File: src/rtl/systolic_mm_scheduler.sv
// Round-robin scheduler sharing one S x S systolic matrix-multiply array
// between two requesters; sequences clear/run/capture and latches the result.
//
// Ports:
//   clk                    rising-edge clock
//   rst                    asynchronous active-low reset
//   req[1:0]               level job requests, sampled only while idle
//   cfg0[1:0], cfg1[1:0]   per-requester {sel1,sel2} operand select codes
//   ack[1:0]               one-cycle grant pulse in the first clear cycle
//   done[1:0]              one-cycle completion pulse, res_data valid with it
//   busy                   high from first clear cycle through capture
//   arr_rst                active-high array clear
//   arr_sel1, arr_sel2     array operand selects, change only on a grant
//   arr_data               array result bus, S*S elements of M bits
//   res_data               captured result, held until the next capture
//   res_owner              requester index of the last completed job
module systolic_mm_scheduler #(
   parameter int S       = 4,
   parameter int N       = 2,
   parameter int M       = 6,
   parameter int CLR_CYC = 2,
   parameter int LAT     = 11
) (
   input  logic             clk,
   input  logic             rst,
   input  logic [1:0]       req,
   input  logic [1:0]       cfg0,
   input  logic [1:0]       cfg1,
   output logic [1:0]       ack,
   output logic [1:0]       done,
   output logic             busy,
   output logic             arr_rst,
   output logic             arr_sel1,
   output logic             arr_sel2,
   input  logic [S*S*M-1:0] arr_data,
   output logic [S*S*M-1:0] res_data,
   output logic             res_owner
);

   // One counter serves both the clear and run phases.
   localparam int CMAX = (LAT > CLR_CYC) ? LAT : CLR_CYC;
   localparam int CW   = $clog2(CMAX + 1);

   if (CLR_CYC < 1 || LAT < 1 || N < 1 || S < 1 || M < 1) begin : g_bad_param
      $error("systolic_mm_scheduler: illegal parameter value");
   end

   typedef enum logic [1:0] {
      ST_IDLE,
      ST_CLEAR,
      ST_RUN,
      ST_CAPTURE
   } state_t;

   state_t             r_state;
   state_t             w_state_nx;
   logic [CW-1:0]      r_cnt;
   logic [CW-1:0]      w_cnt_nx;
   logic               r_ptr;
   logic               w_ptr_nx;
   logic               r_owner;
   logic               w_owner_nx;
   logic               r_sel1;
   logic               w_sel1_nx;
   logic               r_sel2;
   logic               w_sel2_nx;
   logic [1:0]         r_ack;
   logic [1:0]         w_ack_nx;
   logic [1:0]         r_done;
   logic [1:0]         w_done_nx;
   logic               r_busy;
   logic               w_busy_nx;
   logic               r_arr_rst;
   logic               w_arr_rst_nx;
   logic               r_res_owner;
   logic               w_res_owner_nx;
   logic [S*S*M-1:0]   r_res;
   logic               w_cap;
   logic               w_gnt;

   // Contention goes to the pointer side; otherwise the lone requester.
   assign w_gnt = (req == 2'b11) ? r_ptr : req[1];

   always_comb begin
      w_state_nx     = r_state;
      w_cnt_nx       = r_cnt;
      w_ptr_nx       = r_ptr;
      w_owner_nx     = r_owner;
      w_sel1_nx      = r_sel1;
      w_sel2_nx      = r_sel2;
      w_ack_nx       = 2'b00;
      w_done_nx      = 2'b00;
      w_busy_nx      = 1'b0;
      w_arr_rst_nx   = 1'b1;
      w_res_owner_nx = r_res_owner;
      w_cap          = 1'b0;
      unique case (r_state)
         ST_IDLE: begin
            if (req != 2'b00) begin
               w_state_nx = ST_CLEAR;
               w_cnt_nx   = '0;
               w_owner_nx = w_gnt;
               w_ptr_nx   = ~w_gnt;
               w_ack_nx   = w_gnt ? 2'b10 : 2'b01;
               w_busy_nx  = 1'b1;
               if (w_gnt) begin
                  w_sel1_nx = cfg1[1];
                  w_sel2_nx = cfg1[0];
               end else begin
                  w_sel1_nx = cfg0[1];
                  w_sel2_nx = cfg0[0];
               end
            end
         end
         ST_CLEAR: begin
            w_busy_nx = 1'b1;
            if (r_cnt == CW'(CLR_CYC - 1)) begin
               w_state_nx   = ST_RUN;
               w_cnt_nx     = '0;
               w_arr_rst_nx = 1'b0;
            end else begin
               w_cnt_nx = r_cnt + 1'b1;
            end
         end
         ST_RUN: begin
            w_busy_nx    = 1'b1;
            w_arr_rst_nx = 1'b0;
            if (r_cnt == CW'(LAT - 1)) begin
               w_state_nx = ST_CAPTURE;
               w_cnt_nx   = '0;
            end else begin
               w_cnt_nx = r_cnt + 1'b1;
            end
         end
         ST_CAPTURE: begin
            // Data bus is sampled at the end of this cycle; done lands
            // in the following idle cycle alongside the new result.
            w_state_nx     = ST_IDLE;
            w_cap          = 1'b1;
            w_res_owner_nx = r_owner;
            w_done_nx      = r_owner ? 2'b10 : 2'b01;
         end
      endcase
   end

   always_ff @(posedge clk or negedge rst) begin
      if (!rst) begin
         r_state     <= ST_IDLE;
         r_cnt       <= '0;
         r_ptr       <= 1'b0;
         r_owner     <= 1'b0;
         r_sel1      <= 1'b0;
         r_sel2      <= 1'b0;
         r_ack       <= 2'b00;
         r_done      <= 2'b00;
         r_busy      <= 1'b0;
         r_arr_rst   <= 1'b1;
         r_res_owner <= 1'b0;
         r_res       <= '0;
      end else begin
         r_state     <= w_state_nx;
         r_cnt       <= w_cnt_nx;
         r_ptr       <= w_ptr_nx;
         r_owner     <= w_owner_nx;
         r_sel1      <= w_sel1_nx;
         r_sel2      <= w_sel2_nx;
         r_ack       <= w_ack_nx;
         r_done      <= w_done_nx;
         r_busy      <= w_busy_nx;
         r_arr_rst   <= w_arr_rst_nx;
         r_res_owner <= w_res_owner_nx;
         if (w_cap) begin
            r_res <= arr_data;
         end
      end
   end

   assign ack       = r_ack;
   assign done      = r_done;
   assign busy      = r_busy;
   assign arr_rst   = r_arr_rst;
   assign arr_sel1  = r_sel1;
   assign arr_sel2  = r_sel2;
   assign res_data  = r_res;
   assign res_owner = r_res_owner;

endmodule
File: config.mk
export PLATFORM = sky130hd
export DESIGN_NAME = systolic_mm_scheduler
export DESIGN_NICKNAME = d
export VERILOG_FILES = /design/src/rtl/systolic_mm_scheduler.sv
export SDC_FILE = /design/constraint.sdc
export NUM_CORES = 1
export LEC_CHECK = 0
export BUFFER_PORTS_ARGS = -buffer_cell sky130_fd_sc_hd__clkbuf_2
export CORE_AREA = 2 2 108 110
export CTS_CLUSTER_SIZE = 28
export DETAILED_ROUTE_END_ITERATION = 10
export DIE_AREA = 0 0 110 112
export HOLD_SLACK_MARGIN = 0.08
export PLACE_DENSITY = 0.67
export SYNTH_ARGS = -nofsm -noshare
export SYNTH_HDL_FRONTEND = slang
export SYNTH_SLANG_ARGS = --single-unit
File: constraint.sdc
create_clock -name clk -period 2.6 [get_ports clk]
set_input_delay 0.78 -clock clk [delete_from_list [all_inputs] [get_ports clk]]
set_output_delay 0.78 -clock clk [all_outputs]
set_load 0.01 [all_outputs]
==> impl_results.md <==
* Clock buffers created by TritonCTS at 17
* Met1 Use GR at 17.6%
* CTS max path bufs at 2
* Synthesized area per cell at 15.6 um^2
* Max Clock Freq at 0.517 GHz
* Cell Int Power at 5.80 mW
* Initial DRT Pass Iterations at 5
* Worst VDD drop at 0.722 mV
* Fin. max-slew vios at 0
* Core Rows at 39
* Largest net degree at the start of global routing at 55
* Status: completed
* Startpoint types: flip-flop
* Fin crit period at 1.93 ns
* Post-CTS setup buffers at 0
* Crit end category: flip-flop
* Sequential share of power at 36.4%
* Clk_lat worst skew at 0.40 ns
* Root Buffer: clkbuf_16
* Logic pwr share at 38.4%
* CTS tree: yes
* Setup slack, reg-to-reg at 0.67 ns
* First-pass GRT wire length at 15.1 mm
* Synth top area share at 63.9%
* H-tree depth at 4
* HPWL Detailed at 7.05 mm
* Clock Power Share at 25.2%
* Busiest grt layer: met2
* Cell Area, Synth at 4390 um^2
* Netlist cell types at 32
* Max_cap viols at 0
* Core region area at 11200 um^2
* GR met2 Demand/Resource at 26.5%
* Relative slew slack at 63.0%
* Layout net count at 612
* Post-Syn Nets at 392
* Switching share of power at 32.1%
* Sum Neg Setup Slack at 0 ns
* GRT overflow at 0
* Power Density at 1380 nW/um^2
* Period utilisation layout at 74.4%
* P_leak at 3.08 nW
* Hold WC Path Type: input port to async pin
* Share of cells above drive strength 1 at 66.2%
* GPL Wtd Cong at 0.750
* Pwr Total at 8.54 mW
* Vias in the first global route at 3250
* Die ar. at 12300 um^2
* Global routing usage on met3 at 7.38%
* Area Overhead vs Synth at 41.2%
* Final hold vios at 0
* Synth area leaders: dfrtp_1 64%, mux2_2 25%, ha_1 1.7%
* Largest area contributor in the netlist: dfrtp_1
* Arrival @ worst endpoint at 2.24 ns
* DIE WIDTH at 110 um
* Boundary Pins at 209
* Worst-Margin Slew at 0.554 ns
* Via Count at 3071
* Crit-path max FO at 4
* Iter 0 DRT Violations at 107
* Final setup fails at 0
* CTS clk-pin slew, worst paths at 0.05 ns
* Sw Pwr at 2.74 mW
* RSZ-0062 raised after global routing: no
* Inst Count DP at 626
* Initial antenna violation count at 0
* Synth Register Bits at 113
* DRC errors left at 0
* Layout filler cell count at 972
* Final std cell area, no fill at 6190 um^2
* GRT Total Usage at 15.9%
* Placed cell areas at 5640 um^2
* Final Skew at 0.00908 ns
* Clk sinks at 113
* Worst path required time at 2.91 ns
* Die height at 112 um
* Post-DRT Antenna Nets at 0
* Most frequent cells in the layout: 207 x clkbuf_2, 112 x dfrtp_1, 97 x mux2_2
* Yosys Warn Count at 0
* Mapped Cells at 282
* Sequential share of the synthesized area at 64.5%
* Initial Util at 39.3%
* Post-CTS Hold Buffers at 0
* Drt via density at 4.67
* Diodes inserted at 0
* Commonest non-fill, non-tap cell in the layout: clkbuf_2
* Multi-input gate area at 1500 um^2
* Post-cts resize count at 0
* Avg WL per Cell at 14.3 um
* Total Wirelength at 9.42 mm
* Crit path kind: flip-flop to flip-flop
* Final Non-Filler Cells at 658
* PortBufs at 208
* FF/Latch Area at 2830 um^2
## logic make-up after synthesis
group	count (synthesis)	synth area share [%]
multiplexers	101	25.8
adder cells (fa/ha/maj)	6	1.71
flip-flops	113	64.5
AO/OA/AOI/OAI	21	2.91
buffers and inverters	16	1.65
AND/OR/NAND/NOR	25	3.42
## critical path, stage by stage, from the launching register on
cell and delay, ns:
dfrtp_1 0.43, inv_1 0.15, ha_1 0.19, nor3b_1 0.49
nor2_1 0.08, a21oi_1 0.26, mux2i_1 0.26
## path summary, 6_finish.rpt
path	start	end	depth (start not counted)
worst max-delay path	r_state[1]$_DFFE_PN0P_	r_state[1]$_DFFE_PN0P_	6
worst min-delay path	rst	res_data[0]$_DFFE_PN0N_	1
worst max register to register	r_state[1]$_DFFE_PN0P_	r_state[1]$_DFFE_PN0P_	6
worst min register to register	r_owner$_DFFE_PN0P_	done[0]$_DFF_PN0_	1
max in group asynchronous	rst	res_data[24]$_DFFE_PN0N_	2
min in group clk	r_owner$_DFFE_PN0P_	done[0]$_DFF_PN0_	1
## final cells by class
class | count | area share (%)
timing repair buffer | 212 | 17.9
multi-input combinational | 153 | 24.2
clock inverter | 6 | 0.929
tap | 143 | 2.89
clock buffer | 26 | 8.06
sequential | 113 | 45.7
inverter | 5 | 0.303
## synthesized netlist by cell type (all sizes together)
master,count
or2b,1
a21oi,3
buf,10
nor2,4
o21a,1
nor3,2
o2bb2ai,1
o31ai,1
a22o,1
dfrtp,112
mux2i,4
ha,6
dfstp,1
o21ai,10
clkbuf,1
nand4,1
or2,1
mux2,97
nand2,5
nor3b,1
and2b,1
or4b,1
a21boi,1
nand2b,3
and3,1
or3b,1
nor2b,2
inv,5
a21o,3
and2,1
## power by group through the flow
stage          combinational (mW)  clock (mW)  sequential (mW)
3_3_place_gp                 3.26           0             3.10
3_5_place_dp                 3.35           0             3.14
4_1_cts                      3.35        2.21             3.13
6_report                     3.28        2.15             3.11
5_1_grt                      3.60        2.30             3.24
2_1_floorplan                1.65           0             3.49
## per-stage QoR
| step | hold slack (ns) | utilization (%) | setup WS [ns] |
|---|---|---|---|
| floorplan | 0.434 | - | 0.882 |
| global placement | 0.466 | 50.4 | 0.628 |
| detailed placement | 0.479 | 50.4 | 0.552 |
| CTS | 0.274 | 55.4 | 0.657 |
| global route | 0.287 | 55.4 | 0.481 |
| finish | 0.278 | 55.4 | 0.666 |
## sequential cells by signal (all words and copies together) (netlist names), 2 cells and up
| register | flops |
|---|---|
| res_data | 96 |
| r_cnt | 4 |
| ack | 2 |
| done | 2 |
| r_state | 2 |
## layer usage
| metal | routed length [um] | part of all wire (%) |
|---|---|---|
| met1 | 3690 | 39 |
| met2 | 4680 | 50 |
| met3 | 929 | 9.9 |
| met4 | 117 | 1.2 |
| met5 | 0 | 0 |
Note: power is estimated with default switching activity, not from simulation.
